$ cat src/rtl/int_res_mem_arbiter_if.sv
// rtl/int_res_mem_arbiter_if.sv - requester and bank-side bus bundle for int_res_mem_arbiter
interface int_res_mem_arbiter_if #(
    parameter int NUM_REQ   = 4,
    parameter int NUM_BANKS = 4
);
    logic [NUM_REQ-1:0]      req;
    logic [NUM_REQ-1:0]      req_we;
    logic [NUM_REQ-1:0]      req_width;
    logic [NUM_REQ*16-1:0]   req_addr;
    logic [NUM_REQ*30-1:0]   req_wdata;
    logic [NUM_REQ-1:0]      gnt;
    logic [NUM_REQ-1:0]      rdata_valid;
    logic [29:0]             rdata;
    logic [NUM_BANKS-1:0]    bank_en;
    logic [NUM_BANKS-1:0]    bank_we;
    logic [NUM_BANKS*14-1:0] bank_addr;
    logic [NUM_BANKS*15-1:0] bank_wdata;
    logic [NUM_BANKS*15-1:0] bank_rdata;

    modport master (
        output req, req_we, req_width, req_addr, req_wdata, bank_rdata,
        input  gnt, rdata_valid, rdata, bank_en, bank_we, bank_addr, bank_wdata
    );
    modport slave (
        input  req, req_we, req_width, req_addr, req_wdata, bank_rdata,
        output gnt, rdata_valid, rdata, bank_en, bank_we, bank_addr, bank_wdata
    );
endinterface

$ cat src/rtl/int_res_mem_arbiter.sv
// rtl/int_res_mem_arbiter.sv - round-robin arbiter onto the 4-bank int-res memory, splits double-width accesses
// Optional stall counters under INT_RES_ARB_STATS_EN.
module int_res_mem_arbiter #(
    parameter int NUM_REQ    = 4,
    parameter int BANK_WORDS = 14336,
    parameter int NUM_BANKS  = 4
) (
    input  logic                 clk,
    input  logic                 rst,
    int_res_mem_arbiter_if.slave bus,
    output logic                 addr_err
`ifdef INT_RES_ARB_STATS_EN
    ,
    output logic [NUM_REQ*16-1:0] stall_cnt
`endif
);
    localparam int PW = (NUM_REQ > 1) ? $clog2(NUM_REQ) : 1;
    localparam int BW = (NUM_BANKS > 1) ? $clog2(NUM_BANKS) : 1;
    localparam int AW = 14;
    localparam logic [16:0] TOP = 17'(NUM_BANKS * BANK_WORDS);

    typedef enum logic [1:0] {IDLE, ACC_LO, ACC_HI, RESP} state_t;

    state_t          state, state_nx;
    logic [PW-1:0]   ptr, win_nx;
    logic            lat_we, lat_dw;
    logic [15:0]     lat_addr;
    logic [29:0]     lat_wdata;
    logic [14:0]     lo_q;
    logic [BW-1:0]   lo_bank_q;
    logic            lo_oor_q;

    logic [16:0]     cur_addr;
    logic            cur_oor, acc;
    logic [BW-1:0]   cur_bank;
    logic [AW-1:0]   cur_baddr;
    logic [14:0]     cur_wword, hi_word;

    logic [NUM_REQ-1:0]      gnt_c, rv_c;
    logic [29:0]             rdata_c;
    logic [NUM_BANKS-1:0]    en_c, we_c;
    logic [NUM_BANKS*AW-1:0] addr_c;
    logic [NUM_BANKS*15-1:0] wdata_c;

    // Bank index is the count of bank bases the address has reached.
    function automatic logic [BW-1:0] bank_of(input logic [16:0] a);
        logic [BW-1:0] b;
        b = '0;
        for (int k = 1; k < NUM_BANKS; k++)
            if (a >= 17'(k * BANK_WORDS)) b = BW'(k);
        return b;
    endfunction

    always_comb begin : arb_decode
        int idx;
        logic found;
        found  = 1'b0;
        win_nx = ptr;
        for (int i = 1; i <= NUM_REQ; i++) begin
            idx = int'(ptr) + i;
            if (idx >= NUM_REQ) idx = idx - NUM_REQ;
            if (!found && bus.req[idx]) begin
                found  = 1'b1;
                win_nx = PW'(idx);
            end
        end
        // High half lives at A+1 both while accessing it and while its read data returns.
        if (state == ACC_HI || (state == RESP && lat_dw))
            cur_addr = {1'b0, lat_addr} + 17'd1;
        else
            cur_addr = {1'b0, lat_addr};
        cur_oor   = (cur_addr >= TOP);
        cur_bank  = bank_of(cur_addr);
        cur_baddr = AW'(cur_addr - 17'(int'(cur_bank) * BANK_WORDS));
        cur_wword = (state == ACC_HI) ? lat_wdata[29:15] : lat_wdata[14:0];
    end

    always_comb begin
        state_nx = state;
        gnt_c    = '0;
        rv_c     = '0;
        rdata_c  = '0;
        en_c     = '0;
        we_c     = '0;
        addr_c   = '0;
        wdata_c  = '0;
        acc      = 1'b0;
        hi_word  = '0;
        case (state)
            IDLE: if (|bus.req) state_nx = ACC_LO;
            ACC_LO: begin
                gnt_c[ptr] = 1'b1;
                acc        = 1'b1;
                if (lat_dw)      state_nx = ACC_HI;
                else if (lat_we) state_nx = IDLE;
                else             state_nx = RESP;
            end
            ACC_HI: begin
                acc      = 1'b1;
                state_nx = lat_we ? IDLE : RESP;
            end
            RESP: begin
                rv_c[ptr] = 1'b1;
                hi_word   = cur_oor ? 15'd0 : bus.bank_rdata[int'(cur_bank)*15 +: 15];
                rdata_c   = lat_dw ? {hi_word, lo_q} : {{15{hi_word[14]}}, hi_word};
                state_nx  = IDLE;
            end
            default: state_nx = IDLE;
        endcase
        if (acc && !cur_oor) begin
            en_c[cur_bank]                  = 1'b1;
            we_c[cur_bank]                  = lat_we;
            addr_c[int'(cur_bank)*AW +: AW] = cur_baddr;
            if (lat_we) wdata_c[int'(cur_bank)*15 +: 15] = cur_wword;
        end
    end

    always_ff @(posedge clk or posedge rst) begin
        if (rst) begin
            state     <= IDLE;
            ptr       <= PW'(NUM_REQ - 1);
            lat_we    <= 1'b0;
            lat_dw    <= 1'b0;
            lat_addr  <= '0;
            lat_wdata <= '0;
            lo_q      <= '0;
            lo_bank_q <= '0;
            lo_oor_q  <= 1'b0;
            addr_err  <= 1'b0;
        end else begin
            state <= state_nx;
            if (state == IDLE && |bus.req) begin
                ptr       <= win_nx;
                lat_we    <= bus.req_we[win_nx];
                lat_dw    <= bus.req_width[win_nx];
                lat_addr  <= bus.req_addr[int'(win_nx)*16 +: 16];
                lat_wdata <= bus.req_wdata[int'(win_nx)*30 +: 30];
            end
            if (state == ACC_LO) begin
                lo_bank_q <= cur_bank;
                lo_oor_q  <= cur_oor;
            end
            // Low-word read data appears on its bank during ACC_HI.
            if (state == ACC_HI)
                lo_q <= lo_oor_q ? 15'd0 : bus.bank_rdata[int'(lo_bank_q)*15 +: 15];
            if (acc && cur_oor) addr_err <= 1'b1;
        end
    end

    assign bus.gnt         = gnt_c;
    assign bus.rdata_valid = rv_c;
    assign bus.rdata       = rdata_c;
    assign bus.bank_en     = en_c;
    assign bus.bank_we     = we_c;
    assign bus.bank_addr   = addr_c;
    assign bus.bank_wdata  = wdata_c;

`ifdef INT_RES_ARB_STATS_EN
    logic [NUM_REQ*16-1:0] stall_q;

    always_ff @(posedge clk or posedge rst) begin
        if (rst) begin
            stall_q <= '0;
        end else begin
            for (int r = 0; r < NUM_REQ; r++)
                if (bus.req[r] && !gnt_c[r] && stall_q[r*16 +: 16] != 16'hFFFF)
                    stall_q[r*16 +: 16] <= stall_q[r*16 +: 16] + 16'd1;
        end
    end

    assign stall_cnt = stall_q;
`endif
endmodule

$ cat src/flat_wrapper.sv
// flat-port wrapper written by rule: the top's interface ports become plain ports
module int_res_mem_arbiter_flat 
#(
    parameter int NUM_REQ    = 4,
    parameter int BANK_WORDS = 14336,
    parameter int NUM_BANKS  = 4
)
  (clk, rst, addr_err, bus_req, bus_req_we, bus_req_width, bus_req_addr, bus_req_wdata, bus_bank_rdata, bus_gnt, bus_rdata_valid, bus_rdata, bus_bank_en, bus_bank_we, bus_bank_addr, bus_bank_wdata);
  int_res_mem_arbiter_if #(.NUM_REQ(NUM_REQ), .NUM_BANKS(NUM_BANKS)) bus_i ();
  input  logic clk;
  input  logic rst;
  output logic addr_err;
  input wire logic [$bits(bus_i.req)-1:0] bus_req;
  input wire logic [$bits(bus_i.req_we)-1:0] bus_req_we;
  input wire logic [$bits(bus_i.req_width)-1:0] bus_req_width;
  input wire logic [$bits(bus_i.req_addr)-1:0] bus_req_addr;
  input wire logic [$bits(bus_i.req_wdata)-1:0] bus_req_wdata;
  input wire logic [$bits(bus_i.bank_rdata)-1:0] bus_bank_rdata;
  output wire logic [$bits(bus_i.gnt)-1:0] bus_gnt;
  output wire logic [$bits(bus_i.rdata_valid)-1:0] bus_rdata_valid;
  output wire logic [$bits(bus_i.rdata)-1:0] bus_rdata;
  output wire logic [$bits(bus_i.bank_en)-1:0] bus_bank_en;
  output wire logic [$bits(bus_i.bank_we)-1:0] bus_bank_we;
  output wire logic [$bits(bus_i.bank_addr)-1:0] bus_bank_addr;
  output wire logic [$bits(bus_i.bank_wdata)-1:0] bus_bank_wdata;
  assign bus_i.req = bus_req;
  assign bus_i.req_we = bus_req_we;
  assign bus_i.req_width = bus_req_width;
  assign bus_i.req_addr = bus_req_addr;
  assign bus_i.req_wdata = bus_req_wdata;
  assign bus_i.bank_rdata = bus_bank_rdata;
  assign bus_gnt = bus_i.gnt;
  assign bus_rdata_valid = bus_i.rdata_valid;
  assign bus_rdata = bus_i.rdata;
  assign bus_bank_en = bus_i.bank_en;
  assign bus_bank_we = bus_i.bank_we;
  assign bus_bank_addr = bus_i.bank_addr;
  assign bus_bank_wdata = bus_i.bank_wdata;
  int_res_mem_arbiter #(.NUM_REQ(NUM_REQ), .BANK_WORDS(BANK_WORDS), .NUM_BANKS(NUM_BANKS)) u_core (.clk(clk), .rst(rst), .bus(bus_i), .addr_err(addr_err));
endmodule
$ cat config.mk
export PLATFORM = sky130hd
export DESIGN_NAME = int_res_mem_arbiter_flat
export DESIGN_NICKNAME = d
export VERILOG_FILES = /design/src/rtl/int_res_mem_arbiter_if.sv /design/src/rtl/int_res_mem_arbiter.sv /design/src/flat_wrapper.sv
export SDC_FILE = /design/constraint.sdc
export NUM_CORES = 1
export LEC_CHECK = 0
export CAP_MARGIN = 20
export CORE_AREA = 3 3 164 166
export DETAILED_ROUTE_END_ITERATION = 10
export DIE_AREA = 0 0 167 169
export SETUP_SLACK_MARGIN = 0.5
export SYNTH_ARGS = -nofsm -noshare
export SYNTH_HDL_FRONTEND = slang
export SYNTH_SLANG_ARGS = --single-unit
$ cat constraint.sdc
create_clock -name clk -period 5.8 [get_ports clk]
set_input_delay 1.16 -clock clk [delete_from_list [all_inputs] [get_ports clk]]
set_output_delay 1.16 -clock clk [all_outputs]
set_load 0.01 [all_outputs]
==> results.txt, run 1 <==
For this run, the number of Yosys warnings is 0. The cell count of the worst hold path came out at 1. The destination of the worst hold path was u_core.addr_err.

For the aggregate negative setup slack, the log shows 0 ps. For the number of global-route vias before repair, the log shows 8,407. Pin placement for this block handled 421 I/O pins.

The critical path data arrival time was 4260 ps. The mean instance size in the synthesized netlist is 9.56 sq um. The run finished with clean final reports.

After detailed routing, the number of vias per cell comes to 5.27. Dividing the detail-routed wire length by the instance count gives 22.1 um. CTS saw 71 sinks. For the worst clock skew, the log shows 9.61 ps. Measured against its own limit, the worst slew margin works out to 35.1%.

Based on the critical path, the design can be clocked at up to 0.184 GHz. After filler insertion, the fill cell instance count of the layout stands at 2,394. Area of the mapped netlist: 7240 sq um. The clock root buffer is sky130_fd_sc_hd__clkbuf_16.

The run gives 376 ps as the setup slack of the critical path after layout. The die is 169 um tall. The first global-routing pass estimated 50,100 um of wire. The type of the worst setup path was reg2out. The die footprint is 28,200 sq um. Kind of launch point of the worst setup path: a flip-flop. Of all nets on the critical path, the largest fanout is 7. For the starting density of the core, the log shows 28.1%. Hold violation total from the final report: 0. Across the VDD grid, the largest voltage drop is 295 uV.

TritonCTS built the clock tree. The worst register-to-register path begins at u_core.ptr[0]. Data on the critical path is required at its endpoint by 4640 ps. STA classifies the critical path endpoint as an output pin. The final HPWL from detailed placement came out at 26,200 um. The tools report the startpoint of the worst hold path as u_core.addr_err. Synthesis inferred 71 register bits. Routability-driven placement finished with a final weighted congestion of 0.877. Worst setup timing slack at the placement stage: 223 ps.

Across the run, the number of max-cap violations was 0. In this run the worst hold path is classified as reg2reg. For this design the ratio of total power to cell area is 549 nW/um^2. Across all hold checks on the routed design, the worst slack comes to 463 ps.

At the end of the flow, the number of nets in the layout was 1,469. Setup repair after global routing could not meet its margin everywhere. For this design the static power due to leakage is 5.65 nW. Clock latency on the worst-skew pair, taken at its later pin, is 340 ps. The tools report the H-tree depth as 3. Of all flip-flops after synthesis, the portion carrying an async set or reset was 100%.

The final routed DRC violation total is 0. For the worst flop-to-flop path, the logic depth is 11. The combined global-route utilization of all metal layers is 22.7%, and the initial antenna violation count is 5. Input and output buffers added on the ports amount to 420. Relative to the synthesized area, the layout overhead comes to 76.7%. Total core area: 25,800 sq um. Buffers inserted to repair hold after CTS numbered 0. The sequential share of the synthesized area came out at 24.6%. The slew at the pin closest to its max-slew limit is 973 ps, and the share of the clock period used by the worst path after layout is 93.5%. In this run the remaining antenna-violating nets after routing total 0. The minimum setup slack among reg-to-reg paths is 1480 ps. The number of core rows is 59, and the TritonCTS buffer count is 9. For the number of cells in the design after placement, the log shows 1,480. The post-layout utilization of the core was 49.6%; the share of layout cells above drive strength 1 was 27.7%. The number of enable-type register cells in the synthesized netlist works out to 0. The net count after synthesis was 1,031. The synthesized instance count is 757. The logs give 594 for the number of DRC violations after detailed-routing iteration 0 and 72 for the largest net degree at the start of global routing.

The endpoint identified for the worst register-to-register timing path is u_core.lat_wdata[0]. The horizontal die dimension is 167 um. The netlist uses 64 different library cells.

In this run the deepest clock path goes through 2 buffers. The total overflow left after global routing is 0. The minimum clock period works out to 5420 ps. Clock-pin slew was measured on the worst setup and hold paths at 60 ps.

The logs give 8,117 for the vias after detailed routing and 34,000 um for the total length of routed wires. The run gives 7 as the count of TritonRoute iterations in the first routing pass. The number of slew-limit violations in the final report was 0; the number of standard cells in the layout, taps in and fillers out was 1,539. For this run, the leading register cell type out of synthesis is sky130_fd_sc_hd__dfrtp_1.

Setup violations remaining at the end of the flow were counted as 0.
-- Yosys cell counts, drive strengths merged (3+ instances only) --
| master | count | area [sq um] |
|---|---|---|
| and3 | 6 | 37.5 |
| nand4 | 6 | 37.5 |
| inv | 46 | 173 |
| nor4 | 5 | 31.3 |
| o22ai | 15 | 93.8 |
| dfrtp | 69 | 1730 |
| a211oi | 6 | 57.6 |
| or2 | 6 | 37.5 |
| a21oi | 27 | 143 |
| nand2 | 29 | 109 |
| nand2b | 5 | 31.3 |
| o21ai | 24 | 124 |
| ha | 15 | 188 |
| o32ai | 5 | 43.8 |
| xor2 | 5 | 43.8 |
| a311oi | 3 | 50.1 |
| mux2i | 34 | 340 |
| or3 | 8 | 65.1 |
| and2 | 14 | 87.6 |
| clkbuf | 43 | 163 |
| xnor2 | 10 | 95.1 |
| or4 | 5 | 37.5 |
| mux4 | 64 | 1440 |
| buf | 19 | 93.8 |
| nor3 | 6 | 30.0 |
| mux2 | 65 | 732 |
| nor2 | 111 | 444 |
| nor2b | 7 | 43.8 |
| o221ai | 14 | 123 |
| a31oi | 29 | 181 |
| nor4b | 3 | 26.3 |
| a21o | 4 | 30.0 |
| nand3 | 24 | 120 |
-- layout by cell type, fill, tap and decap left out, types with 4 or more instances in the layout --
| cell | n |
|---|---|
| sky130_fd_sc_hd__a21o_1 | 4 |
| sky130_fd_sc_hd__a21oi_1 | 21 |
| sky130_fd_sc_hd__a21oi_2 | 4 |
| sky130_fd_sc_hd__a31oi_1 | 28 |
| sky130_fd_sc_hd__and2_1 | 12 |
| sky130_fd_sc_hd__and3_1 | 6 |
| sky130_fd_sc_hd__buf_2 | 8 |
| sky130_fd_sc_hd__buf_4 | 58 |
| sky130_fd_sc_hd__buf_6 | 5 |
| sky130_fd_sc_hd__clkbuf_16 | 9 |
| sky130_fd_sc_hd__clkbuf_2 | 23 |
| sky130_fd_sc_hd__clkdlybuf4s15_1 | 10 |
| sky130_fd_sc_hd__clkdlybuf4s50_1 | 331 |
| sky130_fd_sc_hd__dfrtp_1 | 69 |
| sky130_fd_sc_hd__diode_2 | 4 |
| sky130_fd_sc_hd__dlygate4sd2_1 | 11 |
| sky130_fd_sc_hd__dlymetal6s2s_1 | 37 |
| sky130_fd_sc_hd__ha_1 | 9 |
| sky130_fd_sc_hd__inv_1 | 42 |
| sky130_fd_sc_hd__mux2_2 | 65 |
| sky130_fd_sc_hd__mux2i_1 | 29 |
| sky130_fd_sc_hd__mux2i_2 | 4 |
| sky130_fd_sc_hd__mux4_2 | 64 |
| sky130_fd_sc_hd__nand2_1 | 25 |
| sky130_fd_sc_hd__nand2_2 | 4 |
| sky130_fd_sc_hd__nand2b_1 | 5 |
| sky130_fd_sc_hd__nand3_1 | 22 |
| sky130_fd_sc_hd__nand4_1 | 6 |
| sky130_fd_sc_hd__nor2_1 | 97 |
| sky130_fd_sc_hd__nor2_2 | 13 |
| sky130_fd_sc_hd__nor2b_1 | 5 |
| sky130_fd_sc_hd__nor3_1 | 4 |
| sky130_fd_sc_hd__o21ai_0 | 22 |
| sky130_fd_sc_hd__o221ai_1 | 14 |
| sky130_fd_sc_hd__o22ai_1 | 15 |
| sky130_fd_sc_hd__or2_2 | 5 |
| sky130_fd_sc_hd__or3_4 | 8 |
| sky130_fd_sc_hd__xnor2_1 | 7 |
| sky130_fd_sc_hd__xor2_1 | 5 |
-- flip-flops by register name (all words and copies together) (netlist names) --
name / count
u_core.lo_q: 15
u_core.state: 2
u_core.addr_err: 1
u_core.lat_addr: 16
u_core.lat_we: 1
u_core.lat_wdata: 30
u_core.ptr: 2
u_core.lat_dw: 1
u_core.lo_bank_q: 2
u_core.lo_oor_q: 1
-- worst max path at each step --
stage                       startpoint                  to  depth (start not counted)
detailed placement     u_core.state[0]   bus_bank_addr[22]                         16
finish                 u_core.state[0]   bus_bank_addr[22]                         16
global route           u_core.state[0]  bus_bank_wdata[38]                         16
CTS                 u_core.lat_addr[0]   bus_bank_addr[16]                         13
floorplan              u_core.state[0]   bus_bank_addr[23]                         18
global placement       u_core.state[0]   bus_bank_addr[55]                         17
-- cell type report --
type | count | area, sq um | area share [%]
sequential | 71 | 1780 | 13.9
clock buffer | 10 | 239 | 1.87
tap | 335 | 419 | 3.28
inverter | 48 | 183 | 1.43
antenna | 4 | 10.0 | 0.0783
multi-input combinational | 578 | 5390 | 42.1
timing repair buffer | 487 | 4700 | 36.7
clock inverter | 6 | 75.1 | 0.587
-- where the power goes --
part | leakage (nW) | switching [W] | total (W) | internal (W)
logic | 4.66 | 0.00272 | 0.00541 | 0.00268
clock network | 0.152 | 0.000237 | 0.000590 | 0.000353
registers | 0.838 | 0.000259 | 0.00102 | 0.000766
total | 5.65 | 0.00322 | 0.00702 | 0.00380
-- repair_timing --
action,4_1_cts,5_1_grt
resized for setup,109,133
endpoints found under the setup margin,145,126
gates cloned,1,2
buffers inserted,25,10
pin swaps,10,6
-- cell families (layout without fill, tap and decap cells) --
family | after synthesis | in the layout | share of synthesized area (%)
mux | 163 | 163 | 34.7
compound gates | 142 | 142 | 13.5
xor+xnor | 15 | 15 | 1.92
fa+ha+maj | 16 | 16 | 2.87
simple gates | 240 | 242 | 16.3
flops | 71 | 71 | 24.6
buf+inv | 110 | 551 | 6.03
other cells | 0 | 4 | 0
-- per-stage QoR --
stage / total power [W] / area (sq um)
2_1_floorplan: 0.00416 / 7270
3_3_place_gp: 0.00576 / 11900
3_5_place_dp: 0.00579 / 11900
4_1_cts: 0.00673 / 12500
5_1_grt: 0.00750 / 12800
6_report: 0.00702 / 12800
-- critical path, stage by stage (launching register included) --
cell and delay [ps]:
sky130_fd_sc_hd__dfrtp_1 400, sky130_fd_sc_hd__ha_2 230, sky130_fd_sc_hd__a21oi_4 100, sky130_fd_sc_hd__or3_4 370, sky130_fd_sc_hd__or3_4 380, sky130_fd_sc_hd__a211oi_4 270, sky130_fd_sc_hd__nor2_2 90, sky130_fd_sc_hd__a311oi_4 270
sky130_fd_sc_hd__inv_2 110, sky130_fd_sc_hd__ha_4 320, sky130_fd_sc_hd__inv_2 40, sky130_fd_sc_hd__fa_2 560, sky130_fd_sc_hd__mux2i_1 90, sky130_fd_sc_hd__mux2i_2 260, sky130_fd_sc_hd__buf_4 170, sky130_fd_sc_hd__nor2_1 40
sky130_fd_sc_hd__clkdlybuf4s15_1 220
-- per-layer routing --
metal | GRT usage (%) | wire (um)
met1 | 27.9 | 13400
met5 | 0 | 0
met3 | 5.16 | 2500
met4 | 7.82 | 928
met2 | 39.5 | 17100
(Power assumes the default switching activity.)
==> run 2: changes to the inputs <==
--- a/config.mk
+++ b/config.mk
@@ -9,7 +9,7 @@
 export CORE_AREA = 3 3 164 166
 export DETAILED_ROUTE_END_ITERATION = 10
 export DIE_AREA = 0 0 167 169
-export SETUP_SLACK_MARGIN = 0.5
+export HOLD_SLACK_MARGIN = 0.1
 export SYNTH_ARGS = -nofsm -noshare
 export SYNTH_HDL_FRONTEND = slang
 export SYNTH_SLANG_ARGS = --single-unit
==> run 2 against run 1 <==
  * Register-to-register slack better by 60 ps
  * Cell area down 2.0%
  * Final cell count down 1.7%
  * Power down 5.9%
  * Largest power group unchanged
  * Wire length down 2.5%
  * Combinational power down 7.0%
  * Sequential power about the same
  * Flip-flop and latch count unchanged
  * Via count down 1.9%
  * Highest routed layer unchanged
==> results.txt, run 2 (synthesis gave the netlist of run 1 again) <==
The flow ran to the end, and the final reports show no timing, DRC or antenna violations. The normalized max-slew margin is 38.7%, and the number of global-route vias before repair is 8,406. The critical path goes through inv_2 > ha_2 > a21oi_4 > or3_4 > or3_4 > a211oi_4 > a21o_1 > inv_2 > buf_6 > ha_2 > buf_4 > or2_2 > o32a_1 > a21oi_1 > clkdlybuf4s50_1. In this design, the largest share of critical-path delay is due to simple AND/OR/NAND/NOR gates. The internal power came out at 0.00356 W.

For the H-tree depth, the log shows 3. Setup violations remaining at the end of the flow were counted as 0. The slowest stage of the critical path belongs to the cell sky130_fd_sc_hd__clkdlybuf4s50_1. At the end of the flow, the number of nets in the layout was 1,445.

Port buffering added 420 buffers. The type of the worst setup path is reg2out. The leakage power total came out at 5.54 nW. Once layout is complete, the utilization of the core stands at 48.7%.

For the critical path required time, the log shows 4640 ps. Detailed routing inserted a total of 7,963 vias. The share of the clock period used by the worst path after layout is 97.4%.

In the layout the commonest cells are 374 x sky130_fd_sc_hd__clkdlybuf4s50_1, 99 x sky130_fd_sc_hd__nor2_1, 69 x sky130_fd_sc_hd__dfrtp_1. The total length of routed wires was 33,100 um; the cell count of the worst hold path was 1. u_core.lat_wdata holds more flip-flops than any other register. The y dimension of the die works out to 169 um. The tools report the initial antenna violation count as 2. For the post-place instance area, the log shows 11,900 sq um.

The flip-flop count of the largest register, all copies and words added came out at 30. Max-cap violations in this run came to 0. The tools report the TritonCTS buffer count as 9. Before antenna repair, the detailed router went through 5 iterations. STA classifies the critical path endpoint as an output pin.

The global-route congestion overflow total came out at 0. The largest registers in the layout are u_core.lat_wdata x30, u_core.lat_addr x16, u_core.lo_q x15. For this run, design rule violations remaining after detail routing come to 0.

The power density normalized to cell area is 527 nW/um^2. The worst hold path belongs to the class reg2reg. The critical path depth in cells is 15. Compared with the post-synthesis result, the final layout area differs by 73.3%.

The run gives 0 as the count of hold buffers inserted by post-cts repair. For this design the top-level I/O count stands at 421. The run gives 340 ps as the insertion delay of the later-clocked pin in the worst-skew pair. The worst-case IR drop observed on VDD is 277 uV. The run gives 0 as the hold violation total from the final report. TritonCTS built the clock tree.

The worst register-to-register path has a depth of 11. For the finished layout, the period the worst path requires is 5650 ps. The floorplan step defined a core boundary enclosing 25,800 sq um. The tools report the maximum achievable frequency as 0.177 GHz.

Setup repair after global routing could not meet its margin everywhere. The tools report the worst clock skew as 5.98 ps. The first-pass GRT wire length was 49,200 um. Measured along the x axis, the die boundary spans 167 um. The slew at the pin closest to its max-slew limit works out to 919 ps. The logs give 26,600 um for the final HPWL from detailed placement and 4490 ps for the critical path data arrival time. The share of layout cells above drive strength 1 came out at 20.5%.

The clock-pin slew on the worst setup and hold paths is 60 ps. Routability-driven placement finished with a final weighted congestion of 0.902. Per report_power, the sequential group accounts for 15.3% of the total. The detail route stage leaves a number of antenna-violating nets equal to 0.

The finished cells cover 12,500 sq um. For the number of slew-limit violations in the final report, the log shows 0. The run gives 28,200 sq um as the die footprint. The cell sitting at the root of the clock tree is a sky130_fd_sc_hd__clkbuf_16. The first routing iteration left 421 violations. Starting density of the core: 28.1%. Most common library cell in the layout ignoring fill and taps: sky130_fd_sc_hd__clkdlybuf4s50_1.

The number of core rows was 59. The count of buffering cells on the critical path with inverters included is 5. Counting along the longest clock path gives a buffer depth of 2. The average routed wire per standard cell is 21.9 um. Biggest cell delay along the critical path: 560 ps.

Using the TritonRoute via totals, the vias-per-cell ratio works out to 5.26. Of the total power, the share spent switching nets is 46.1%. Entering global routing, the biggest net connects 53 pins. Number of filler cells placed in the layout: 2,444.

In this run the power spent charging and discharging nets is 0.00305 W. In this run, the combinational gates consume 76.1% of the power. The combined global-route utilization of all metal layers was 22.5%; the clock sink count was 71. The kind of launch point of the worst setup path is a flip-flop.

The clock network fraction of design power is 8.6%. Of all nets on the critical path, the largest fanout is 19.
==> run 2: path summary, 6_finish.rpt <==
check | from | slack (ps) | endpoint
worst max register to register | u_core.ptr[0] | 1540 | u_core.lat_wdata[1]
min in group asynchronous | rst | 1280 | u_core.lo_q[8]
worst min-delay path | u_core.addr_err | 460 | u_core.addr_err
max in group asynchronous | rst | 3660 | u_core.lat_wdata[2]
worst max-delay path | u_core.state[0] | 150 | bus_bank_addr[31]
worst min register to register | u_core.addr_err | 460 | u_core.addr_err
==> run 2: per-stage QoR <==
step                worst slack (ps)  TNS [ps]  total power (W)  std cells  hold slack, ps
floorplan                        190         0          0.00412        757             472
global placement                 192         0          0.00579       1485             453
detailed placement               105         0          0.00582       1485             452
CTS                            -34.4      -250          0.00647       1505             462
global route                   -40.9      -118          0.00707       1513             464
finish                           151         0          0.00661       1513             463
==> run 2: timing repair <==
action,in CTS,in global routing
endpoints found under the hold margin,0,0
endpoints found under the setup margin,65,68
resized for setup,7,64
pin swaps,2,2
setup buffers,4,5
==> run 2: worst reg2reg max path: stages, from the launching register on <==
cell and delay, ps:
sky130_fd_sc_hd__dfstp_2 630, sky130_fd_sc_hd__clkinv_1 310, sky130_fd_sc_hd__ha_1 540, sky130_fd_sc_hd__nor2b_1 100
sky130_fd_sc_hd__a211o_1 280, sky130_fd_sc_hd__a211o_1 340, sky130_fd_sc_hd__o21ai_0 90, sky130_fd_sc_hd__a21oi_1 110
sky130_fd_sc_hd__a21oi_4 620, sky130_fd_sc_hd__buf_12 280, sky130_fd_sc_hd__mux4_2 570, sky130_fd_sc_hd__mux2_2 280
==> run 2: cell type report <==
cell class                 count  area, sq um  area share [%]
antenna                        2         5.00          0.0399
tap                          335          419            3.34
multi-input combinational    576         5140            41.0
timing repair buffer         465         4720            37.6
clock inverter                 6         70.1           0.559
clock buffer                  10          229            1.83
inverter                      48          181            1.45
sequential                    71         1780            14.2
==> run 2: per-layer routing <==
layer | vias to the layer above | routed length [um] | track usage (%)
li1 | 3679 | - | -
met1 | 3886 | 12800 | 26.0
met2 | 356 | 17000 | 40.6
met3 | 42 | 2530 | 6.00
met4 | 0 | 756 | 6.99
met5 | - | 0 | 0
==> run 2: power groups by stage <==
stage	combinational (W)	sequential, W	clock [W]
6_report	0.00503	0.00101	0.000566
5_1_grt	0.00541	0.00105	0.000606
4_1_cts	0.00485	0.00103	0.000587
3_5_place_dp	0.00478	0.00104	0
3_3_place_gp	0.00476	0.00103	0
2_1_floorplan	0.00321	0.000909	0
==> run 3: changes to the inputs <==
--- a/config.mk
+++ b/config.mk
@@ -5,7 +5,7 @@
 export SDC_FILE = /design/constraint.sdc
 export NUM_CORES = 1
 export LEC_CHECK = 0
-export CAP_MARGIN = 20
+export CAP_MARGIN = 25
 export CORE_AREA = 3 3 164 166
 export DETAILED_ROUTE_END_ITERATION = 10
 export DIE_AREA = 0 0 167 169
==> run 3 against run 2 <==
  * Combinational power increased by 0.8%
  * Core utilization rose by 0.097 points
  * Sequential power barely moved
  * First-iteration DRC count increased by 14%
  * Non-clock buffer count increased by 7
  * Critical path type unchanged
  * Final cell count is 0.46% higher
  * Power is 0.63% higher
==> results.txt, run 3 (synthesis gave the netlist of run 1 again) <==
The flow ran to the end, and the final reports show no timing, DRC or antenna violations. The die covers 28,200 sq um. The critical path data arrival time came out at 4570 ps. The total core area came out at 25,800 sq um.

The worst setup path is launched from a flip-flop. The leakage power total was 5.56 nW; the count of TritonRoute iterations in the first routing pass was 5. Buffers inserted during clock tree synthesis total 9. The initial antenna violation count came out at 3. The largest buffer count on any clock path was 2.

For the global-route congestion overflow total, the log shows 0. Pin placement for this block handled 421 I/O pins. The congestion estimate from routability-driven global placement came to 0.902. The worst path uses 98.9% of the clock period.

The floorplan has 59 rows. The clock-pin slew on the worst setup and hold paths works out to 60 ps. The clock sink count came out at 71. The number of global-route vias before repair is 8,453, and the count of hold buffers inserted by post-cts repair is 0. After detailed routing, the number of remaining DRC violations is 0. The run gives 479 as the number of DRC violations after detailed-routing iteration 0.

The path class of the tightest hold or removal check is reg2reg. Type of the worst setup path: reg2out. The logs give 28.1% for the starting density of the core and 0.00665 W for the post-layout total power.

Top register by number of flip-flops: u_core.lat_wdata. TritonCTS built the clock tree. The library cells used most frequently in the layout, excluding fill and tap cells, are 373 x sky130_fd_sc_hd__clkdlybuf4s50_1, 99 x sky130_fd_sc_hd__nor2_1, 67 x sky130_fd_sc_hd__dfrtp_1. In the final layout, the registers with the most flip-flops are u_core.lat_wdata x30, u_core.lat_addr x16, u_core.lo_q x15. Along the worst path, the maximum fanout reaches 8. The number of max-cap violations was 0. For the number of standard cells in the layout, taps in and fillers out, the log shows 1,520.

The category of the worst setup path capture point is an output pin. From synthesis to final layout, the design area changed by 73.6%. The largest net degree at the start of global routing came out at 53. The share of layout cells above drive strength 1 was 21.0%. The final antenna-violating net count is 0.

In the final timing run, aggregate negative setup slack is 0 ps. The count of buffers added on input and output ports is 420. For this design the ratio of total power to cell area is 529 nW/um^2. For the worst setup path, the data required time is 4640 ps. The run gives 8,041 as the vias after detailed routing. Setup repair after global routing could not meet its margin everywhere. CTS placed an instance of sky130_fd_sc_hd__clkbuf_16 at the clock tree root. The number of slew-limit violations in the final report is 0, and the flip-flop count of the largest register, all copies and words added is 30.

Total length of routed wires: 33,200 um. Dividing the detail-routed wire length by the instance count gives 21.9 um. The worst-case IR drop observed on VDD is 302 uV. The hold violation total from the final report is 0. The insertion delay of the later-clocked pin in the worst-skew pair came out at 340 ps.

For this run, the post-layout net count is 1,452. Setup violations remaining at the end of the flow were counted as 0. For the pin with the worst max-slew slack, the measured transition is 931 ps. The clock period could shrink to 5730 ps. The first global-routing pass estimated 49,500 um of wire. In this run the tightest slew margin relative to its limit is 38.0%. Cells fill 48.8% of the core in the end. The horizontal die dimension was 167 um; the worst hold margin was 459 ps.

Measured along the y axis, the die boundary spans 169 um. The logs give 3 for the H-tree depth and 0.174 GHz for the maximum achievable frequency. The combined global-route utilization of all metal layers is 22.7%, and the worst clock skew is 6.69 ps. The library cell used most frequently in the layout, excluding fill and tap cells, is sky130_fd_sc_hd__clkdlybuf4s50_1.

In the routed layout, each cell is associated on average with a via count of 5.29. Summed over all nets, the half-perimeter wirelength after detailed placement is 26,700 um. Number of cells in the design after placement: 1,486.
## run 3: timing repair
action | in CTS | in global routing
gates resized for setup | 16 | 54
setup buffers | 7 | 9
endpoints found under the setup margin | 64 | 76
pin swaps | 3 | 3
## run 3: metal layers
metal  track usage [%]  share of wire, %  vias to the layer above
li1                  -                 -                     3695
met1              26.5                38                     3897
met2              39.9                50                      393
met3              6.05               8.0                       54
met4              8.54               3.3                        2
met5                 0             0.039                        -
## run 3: worst paths after layout
kind,startpoint,to,slack [ps],cells after the start
min,u_core.addr_err,u_core.addr_err,460,1
min in group asynchronous,rst,u_core.lo_q[8],1280,2
max,u_core.state[0],bus_bank_addr[23],70,19
max reg2reg,u_core.ptr[0],u_core.lat_wdata[28],1550,11
max in group asynchronous,rst,u_core.lat_addr[0],3630,3
min reg2reg,u_core.addr_err,u_core.addr_err,460,1
## run 3: final cells by class
type	instances	area (sq um)
clock inverter	6	70.1
tap	335	419
inverter	48	183
antenna	2	5.00
fill	2418	13200
multi-input combinational	576	5110
sequential	71	1780
clock buffer	10	229
timing repair buffer	472	4760
## run 3: where the power goes
| group | internal [W] | switching [W] | total, W |
|---|---|---|---|
| combinational | 0.00249 | 0.00258 | 0.00507 |
| clock | 0.000335 | 0.000230 | 0.000566 |
| sequential | 0.000768 | 0.000241 | 0.00101 |
| total | 0.00359 | 0.00306 | 0.00665 |
## run 3: per-stage QoR
stage,instance area (sq um),worst slack [ps]
after floorplan,7240,190
after global placement,11900,192
after detailed placement,11900,118
after CTS,12300,3.03
after global routing,12600,-109
final,12600,65.4
## run 3: worst max-delay path, stage by stage, from the launching register on
cell and delay (ps):
sky130_fd_sc_hd__dfrtp_1 410, sky130_fd_sc_hd__inv_2 90, sky130_fd_sc_hd__ha_2 180, sky130_fd_sc_hd__a21oi_2 70, sky130_fd_sc_hd__or3_4 370, sky130_fd_sc_hd__or3_4 410
sky130_fd_sc_hd__a211oi_4 270, sky130_fd_sc_hd__buf_4 160, sky130_fd_sc_hd__nor2_2 40, sky130_fd_sc_hd__a311oi_4 250, sky130_fd_sc_hd__inv_2 100, sky130_fd_sc_hd__ha_4 310
sky130_fd_sc_hd__inv_1 70, sky130_fd_sc_hd__fa_2 380, sky130_fd_sc_hd__xnor2_2 240, sky130_fd_sc_hd__mux2i_1 150, sky130_fd_sc_hd__mux2i_1 260, sky130_fd_sc_hd__buf_4 150
sky130_fd_sc_hd__nor2_1 30, sky130_fd_sc_hd__dlygate4sd2_1 270
